--- config.mk ---
export PLATFORM = sky130hd
export DESIGN_NAME = fir_sekwencer_flat
export DESIGN_NICKNAME = d
export VERILOG_FILES = /design/src/rtl/fir_sekwencer_if.sv /design/src/rtl/fir_sekwencer.sv /design/src/flat_wrapper.sv
export SDC_FILE = /design/constraint.sdc
export NUM_CORES = 1
export LEC_CHECK = 0
export CORE_UTILIZATION = 35
export DETAILED_ROUTE_END_ITERATION = 8
export PLACE_DENSITY = 0.55
export RECOVER_POWER = 25
export REMOVE_ABC_BUFFERS = 1
export SYNTH_ARGS = -nofsm -noshare
export SYNTH_HDL_FRONTEND = slang
export SYNTH_SLANG_ARGS = --single-unit
--- constraint.sdc ---
create_clock -name clk_b -period 5.9 [get_ports clk_b]
set_input_delay 1.18 -clock clk_b [delete_from_list [all_inputs] [get_ports clk_b]]
set_output_delay 1.18 -clock clk_b [all_outputs]
set_load 0.01 [all_outputs]
--- src/rtl/fir_sekwencer_if.sv ---
// Signal bundle between the FIR sequencer and its environment (sample counter,
// RAM address/enable consumers and the run-control host).
interface fir_sekwencer_if #(
  parameter int N_WSP = 6,
  parameter int N_ADR = 13
);
  logic             start;
  logic             stop;
  logic [13:0]      ile_probek;
  logic [N_WSP:0]   ile_wsp;
  logic [N_ADR-1:0] A_probki_FIR;
  logic             licznik_full;
  logic [14:0]      ile_razy;
  logic             FSM_zapisz_probki;
  logic             FSM_reset_licznik;
  logic             FSM_nowa_probka;
  logic [N_WSP-1:0] A_wsp;
  logic [N_ADR-1:0] A_probki_k;
  logic             mac_clr;
  logic             mac_en;
  logic             mac_zero;
  logic             wyn_we;
  logic             busy;
  logic             done;
  logic             cfg_err;

  // Sequencer side
  modport master (
    input  start, stop, ile_probek, ile_wsp, A_probki_FIR, licznik_full,
    output ile_razy, FSM_zapisz_probki, FSM_reset_licznik, FSM_nowa_probka,
           A_wsp, A_probki_k, mac_clr, mac_en, mac_zero, wyn_we, busy, done, cfg_err
  );

  // Environment side
  modport slave (
    output start, stop, ile_probek, ile_wsp, A_probki_FIR, licznik_full,
    input  ile_razy, FSM_zapisz_probki, FSM_reset_licznik, FSM_nowa_probka,
           A_wsp, A_probki_k, mac_clr, mac_en, mac_zero, wyn_we, busy, done, cfg_err
  );
endinterface

--- src/rtl/fir_sekwencer.sv ---
// FIR run sequencer: per output sample walks all taps, issues zero-padded
// sample/coefficient addresses and drives the MAC, result RAM and sample counter.
module fir_sekwencer #(
  parameter int N_WSP = 6,
  parameter int N_ADR = 13
) (
  input  logic         clk_b,
  input  logic         rst,
  fir_sekwencer_if.master bus
);
  typedef enum logic [3:0] {
    S_IDLE, S_LOAD, S_CLR, S_MAC, S_DRAIN, S_WRITE, S_NEXT, S_CHECK, S_DONE
  } state_t;

  state_t           state_q, state_d;
  logic [13:0]      probek_q, probek_d;
  logic [N_WSP:0]   wsp_q, wsp_d;
  logic [14:0]      razy_q, razy_d;
  logic [N_WSP-1:0] k_q, k_d;
  logic [N_ADR-1:0] adr_q, adr_d;
  logic             mac_en_q, mac_en_d;
  logic             mac_zero_q, mac_zero_d;
  logic             busy_q, busy_d;
  logic             done_q, done_d;
  logic             err_q, err_d;
  logic             abort_q, abort_d;

  logic [14:0]      razy_new;
  logic             cfg_bad;
  logic             k_last;
  logic [N_ADR:0]   n_minus_k;
  logic             tap_valid;

  assign razy_new = 15'(bus.ile_probek) + 15'(bus.ile_wsp) - 15'd1;
  assign cfg_bad  = (bus.ile_probek == 14'd0) || (bus.ile_wsp == '0) || (razy_new > 15'd8192);
  assign k_last   = ((N_WSP+1)'(k_q) == (wsp_q - (N_WSP+1)'(1)));

  // Tap is real data only when n-k lands inside the input block; else pad with 0.
  assign n_minus_k = {1'b0, bus.A_probki_FIR} - (N_ADR+1)'(k_q);
  assign tap_valid = (bus.A_probki_FIR >= N_ADR'(k_q)) && (15'(n_minus_k) < 15'(probek_q));

  always_comb begin
    state_d    = state_q;
    probek_d   = probek_q;
    wsp_d      = wsp_q;
    razy_d     = razy_q;
    k_d        = k_q;
    adr_d      = adr_q;
    mac_en_d   = (state_q == S_MAC);
    mac_zero_d = (state_q == S_MAC) ? !tap_valid : 1'b0;
    done_d     = 1'b0;
    err_d      = err_q;
    abort_d    = 1'b0;

    case (state_q)
      S_IDLE: begin
        if (bus.start) begin
          probek_d = bus.ile_probek;
          wsp_d    = bus.ile_wsp;
          razy_d   = razy_new;
          if (cfg_bad) begin
            err_d  = 1'b1;
            done_d = 1'b1;
          end else begin
            err_d   = 1'b0;
            state_d = S_LOAD;
          end
        end
      end
      S_LOAD:  state_d = S_CLR;
      S_CLR: begin
        k_d     = '0;
        state_d = S_MAC;
      end
      S_MAC: begin
        if (k_last) state_d = S_DRAIN;
        else        k_d     = k_q + 1'b1;
      end
      S_DRAIN: state_d = S_WRITE;
      S_WRITE: state_d = S_NEXT;
      S_NEXT:  state_d = S_CHECK;
      S_CHECK: begin
        if (bus.licznik_full) begin
          state_d = S_DONE;
          done_d  = 1'b1;
        end else begin
          state_d = S_CLR;
        end
      end
      S_DONE:  state_d = S_IDLE;
      default: state_d = S_IDLE;
    endcase

    // Abort kills any in-flight accumulate and suppresses the done pulse.
    if ((state_q != S_IDLE) && bus.stop) begin
      state_d    = S_IDLE;
      abort_d    = 1'b1;
      mac_en_d   = 1'b0;
      mac_zero_d = 1'b0;
      done_d     = 1'b0;
    end

    if (state_d == S_MAC) adr_d = bus.A_probki_FIR - N_ADR'(k_d);
    busy_d = (state_d != S_IDLE);
  end

  always_ff @(posedge clk_b) begin
    if (rst) begin
      state_q    <= S_IDLE;
      probek_q   <= '0;
      wsp_q      <= '0;
      razy_q     <= '0;
      k_q        <= '0;
      adr_q      <= '0;
      mac_en_q   <= 1'b0;
      mac_zero_q <= 1'b0;
      busy_q     <= 1'b0;
      done_q     <= 1'b0;
      err_q      <= 1'b0;
      abort_q    <= 1'b0;
    end else begin
      state_q    <= state_d;
      probek_q   <= probek_d;
      wsp_q      <= wsp_d;
      razy_q     <= razy_d;
      k_q        <= k_d;
      adr_q      <= adr_d;
      mac_en_q   <= mac_en_d;
      mac_zero_q <= mac_zero_d;
      busy_q     <= busy_d;
      done_q     <= done_d;
      err_q      <= err_d;
      abort_q    <= abort_d;
    end
  end

  assign bus.ile_razy          = razy_q;
  assign bus.A_wsp             = k_q;
  assign bus.A_probki_k        = adr_q;
  assign bus.mac_en            = mac_en_q;
  assign bus.mac_zero          = mac_zero_q;
  assign bus.busy              = busy_q;
  assign bus.done              = done_q;
  assign bus.cfg_err           = err_q;
  assign bus.mac_clr           = (state_q == S_CLR);
  assign bus.FSM_zapisz_probki = (state_q == S_LOAD);
  assign bus.FSM_reset_licznik = (state_q == S_LOAD) || abort_q;
  assign bus.FSM_nowa_probka   = (state_q == S_NEXT);
  assign bus.wyn_we            = (state_q == S_WRITE);
endmodule

--- src/flat_wrapper.sv ---
// flat-port wrapper written by rule: the top's interface ports become plain ports
module fir_sekwencer_flat 
#(
  parameter int N_WSP = 6,
  parameter int N_ADR = 13
)
  (clk_b, rst, bus_start, bus_stop, bus_ile_probek, bus_ile_wsp, bus_A_probki_FIR, bus_licznik_full, bus_ile_razy, bus_FSM_zapisz_probki, bus_FSM_reset_licznik, bus_FSM_nowa_probka, bus_A_wsp, bus_A_probki_k, bus_mac_clr, bus_mac_en, bus_mac_zero, bus_wyn_we, bus_busy, bus_done, bus_cfg_err);
  fir_sekwencer_if #(.N_WSP(N_WSP), .N_ADR(N_ADR)) bus_i ();
  input  logic clk_b;
  input  logic rst;
  input wire logic [$bits(bus_i.start)-1:0] bus_start;
  input wire logic [$bits(bus_i.stop)-1:0] bus_stop;
  input wire logic [$bits(bus_i.ile_probek)-1:0] bus_ile_probek;
  input wire logic [$bits(bus_i.ile_wsp)-1:0] bus_ile_wsp;
  input wire logic [$bits(bus_i.A_probki_FIR)-1:0] bus_A_probki_FIR;
  input wire logic [$bits(bus_i.licznik_full)-1:0] bus_licznik_full;
  output wire logic [$bits(bus_i.ile_razy)-1:0] bus_ile_razy;
  output wire logic [$bits(bus_i.FSM_zapisz_probki)-1:0] bus_FSM_zapisz_probki;
  output wire logic [$bits(bus_i.FSM_reset_licznik)-1:0] bus_FSM_reset_licznik;
  output wire logic [$bits(bus_i.FSM_nowa_probka)-1:0] bus_FSM_nowa_probka;
  output wire logic [$bits(bus_i.A_wsp)-1:0] bus_A_wsp;
  output wire logic [$bits(bus_i.A_probki_k)-1:0] bus_A_probki_k;
  output wire logic [$bits(bus_i.mac_clr)-1:0] bus_mac_clr;
  output wire logic [$bits(bus_i.mac_en)-1:0] bus_mac_en;
  output wire logic [$bits(bus_i.mac_zero)-1:0] bus_mac_zero;
  output wire logic [$bits(bus_i.wyn_we)-1:0] bus_wyn_we;
  output wire logic [$bits(bus_i.busy)-1:0] bus_busy;
  output wire logic [$bits(bus_i.done)-1:0] bus_done;
  output wire logic [$bits(bus_i.cfg_err)-1:0] bus_cfg_err;
  assign bus_i.start = bus_start;
  assign bus_i.stop = bus_stop;
  assign bus_i.ile_probek = bus_ile_probek;
  assign bus_i.ile_wsp = bus_ile_wsp;
  assign bus_i.A_probki_FIR = bus_A_probki_FIR;
  assign bus_i.licznik_full = bus_licznik_full;
  assign bus_ile_razy = bus_i.ile_razy;
  assign bus_FSM_zapisz_probki = bus_i.FSM_zapisz_probki;
  assign bus_FSM_reset_licznik = bus_i.FSM_reset_licznik;
  assign bus_FSM_nowa_probka = bus_i.FSM_nowa_probka;
  assign bus_A_wsp = bus_i.A_wsp;
  assign bus_A_probki_k = bus_i.A_probki_k;
  assign bus_mac_clr = bus_i.mac_clr;
  assign bus_mac_en = bus_i.mac_en;
  assign bus_mac_zero = bus_i.mac_zero;
  assign bus_wyn_we = bus_i.wyn_we;
  assign bus_busy = bus_i.busy;
  assign bus_done = bus_i.done;
  assign bus_cfg_err = bus_i.cfg_err;
  fir_sekwencer #(.N_WSP(N_WSP), .N_ADR(N_ADR)) u_core (.clk_b(clk_b), .rst(rst), .bus(bus_i));
endmodule
==> run_results.csv <==
group,metric,value,unit
placed_design,port_buffers,82,
synth,yosys_most_used_dff,"dfxtp_1",
clock_tree,clockRootBuffer,"clkbuf_16",
synth,synth_cell_types,61,
detailed_routing,ant_nets,0,
clock_tree,ctsResizeCount,0,
global_route,antenna_found_initial,0,
power,max-vdd-ir-drop,0.141,mV
sta,hold_slack,0.454,ns
sta,worstMarginPinSlew,2.25,ns
synth,yosysTopAreaCellShare,0.276,
floorplan,die_w,118,µm
placed_design,gp_congestion,0.858,
synth,syn_inst,620,
sta,setup_viol,0,
detailed_routing,drt-initial-drc-count,190,
synth,async_flop_share,0,
synth,yosys_warnings,0,
clock_tree,clkLatencyLatePin,0.34,ns
critical_path,rrSetupSlack,1.29,ns
final_layout,layout_commonest_cell,"nand2_1",
synth,syn_avg_cell_area,7.62,µm²
detailed_routing,post_drt_wl_per_cell,14.5,µm
placed_design,dp_hpwl,9.84,mm
clock_tree,clkSinkCount,65,
critical_path,end_kind,"register",
sta,fmax,0.213,GHz
final_layout,area_growth_syn_to_layout,26.6,%
synth,synth.area.top_cells,"dfxtp_1, ha_1, nand2_1, inv_1, a21oi_1",
sta,rsz0062_at_grt,"no",
global_route,grt_use_total,0.188,
floorplan,die_h,118,µm
final_layout,fin_nets,784,
placed_design,place_area,5670,µm²
status,status,"complete, but fails checks",
global_route,grt_pass1_vias,4253,
hold_path,whs_path_depth,2,
critical_path,cp_data_required_time,6.00,ns
critical_path,start_kind,"input port",
detailed_routing,num_vias,4413,
critical_path,timing.rr.start,"u_core.wsp_q[0]",
sta,finalSetupTns,0,ns
synth,ys_ff_latch,65,
status,violations,"max-capacitance violations, max-slew violations",
sta,relSlewSlack,-0.498,
clock_tree,cts.htree.levels,3,
critical_path,arrival,4.80,ns
detailed_routing,drc_errors,0,
power,power_density,236,nW/µm²
clock_tree,numCtsBuffers,9,
floorplan,io_pins,83,
detailed_routing,drtPass1Iterations,5,
critical_path,worstSetupPathType,"in2reg",
sta,worst_slack,1.20,ns
final_layout,num_antenna_cells,0,
synth,synthesis.area,4720,µm²
clock_tree,clk_path_buf_depth,2,
sta,hold_viol_final,0,
global_route,grt_pass1_wl,21.0,mm
sta,fin_crit_sh,0.796,
final_layout,final_cell_mix,"nand2_1, clkdlybuf4s50_1, inv_1",
sta,drv_slew,50,
sta,period_minus_slack,4.70,ns
hold_path,holdCritStartpoint,"u_core.probek_q[12]",
clock_tree,cts_tree,"built",
floorplan,rows,42,
synth,synth-edff-count,0,
final_layout,drive_gt1_frac,0.0430,
synth,yosysTopAreaCell,"dfxtp_1",
placed_design,dp_slack,0.875,ns
final_layout,multi_input_area,3060,µm²
clock_tree,clkSlewWorstSetupHoldPaths,0.05,ns
sta,fin_skew,0.00487,ns
power,power_leakage,2.47,nW
detailed_routing,drt-vias-per-instance,5.05,
hold_path,hold_path_class,"reg2reg",
global_route,grt_max_degree,50,
critical_path,regToRegEndpoint,"u_core.bus.A_probki_k[11]",
clock_tree,post_cts_buffers,0,
clock_tree,holdBufCountCts,0,
final_layout,regArea,1300,µm²
floorplan,core_area,13200,µm²
flow_run,drv_cap,1,
final_layout,fillers,1319,
hold_path,hold_end,"u_core.probek_q[12]",
synth,seq_area_frac_synth,0.276,
floorplan,start_util,0.358,
detailed_routing,wl,12.6,mm
final_layout,fin_area,5980,µm²
critical_path,ff2ff_path_depth,20,
global_route,overflow,0,
floorplan,dieArea,14000,µm²
critical_path,path_max_fanout,3,
worst max-delay path: stages:
cell and delay (ns):
clkdlybuf4s50_1 0.56, inv_1 0.07, ha_1 0.29, inv_1 0.06, ha_1 0.18, inv_1 0.06, fa_1 0.40, nor2b_1 0.24
o22ai_2 0.12, xnor2_1 0.14, or4_1 0.48, or3_1 0.37, o41ai_2 0.36, nand2_1 0.12, nand2_1 0.09, a2111oi_0 0.08
worst max-delay path by stage:
| stage | from | cells past startpoint | slack, ns | endpoint |
|---|---|---|---|---|
| after floorplan | bus_ile_wsp[1] | 15 | 1.86 | u_core.bus.busy |
| after global placement | bus_ile_wsp[1] | 16 | 0.98 | u_core.bus.busy |
| after detailed placement | bus_ile_wsp[1] | 16 | 0.87 | u_core.bus.busy |
| after CTS | bus_ile_wsp[1] | 16 | 1.20 | u_core.bus.busy |
| after global routing | u_core.wsp_q[0] | 19 | 0.84 | u_core.bus.A_probki_k[11] |
| final | bus_ile_wsp[1] | 16 | 1.20 | u_core.bus.done |
metal layers:
layer	up-vias	global-route usage	share of wire
met5	-	0	0
met4	0	0.0753	0.020
met3	16	0.0285	0.038
met2	95	0.312	0.47
met1	2044	0.243	0.47
li1	2258	-	-
sequential cells by signal, indices dropped and copies added (netlist names), 4 cells and up:
signal	count
u_core.probek_q	14
u_core.bus.A_wsp	6
u_core.bus.ile_razy	15
u_core.state_q	4
u_core.bus.A_probki_k	13
u_core.wsp_q	7
logic make-up after synthesis:
logic type	count (synthesis)	synth area share
AOI/OAI and AO/OA	137	0.194
xor gates and xnor gates	40	0.0742
adders and majority gates	53	0.145
buffers and inverters	91	0.0768
DFF	65	0.276
muxes	3	0.00715
and+or+nand+nor	231	0.227
cell type report:
cell class	count	area share
clock buffers	14	0.0458
clock inverters	2	0.00586
inverters	67	0.0421
multi-input cells	464	0.511
flip-flops and latches	65	0.218
well taps	176	0.0368
repair buffers	85	0.140
per-stage QoR:
stage | util | std cells | total power [W]
after floorplan | - | 596 | 0.000724
after global placement | 0.430 | 857 | 0.000859
after detailed placement | 0.430 | 857 | 0.000863
after CTS | 0.454 | 873 | 0.00143
after global routing | 0.453 | 873 | 0.00149
final | 0.453 | 873 | 0.00141
power breakdown:
part	switching [W]	internal, W
registers	0.0000188	0.000467
clock network	0.000200	0.000361
logic	0.000198	0.000169
total	0.000417	0.000997
synthesized netlist by cell type, types with 5 or more instances:
master     n
nand4_1    9
xnor2_1   25
nand2b_1  13
o21a_1     5
clkbuf_1  13
a21oi_1   49
nor4_1     5
o21ai_0   20
a22o_1    14
nor2b_1   14
nor3_1    19
xor2_1    15
a21o_1     9
inv_1     67
dfxtp_1   65
a211oi_1   8
nand2_1   84
ha_1      50
nand3_1   10
buf_2      5
nor2_1    57
Power figures use the tool's default switching activity.
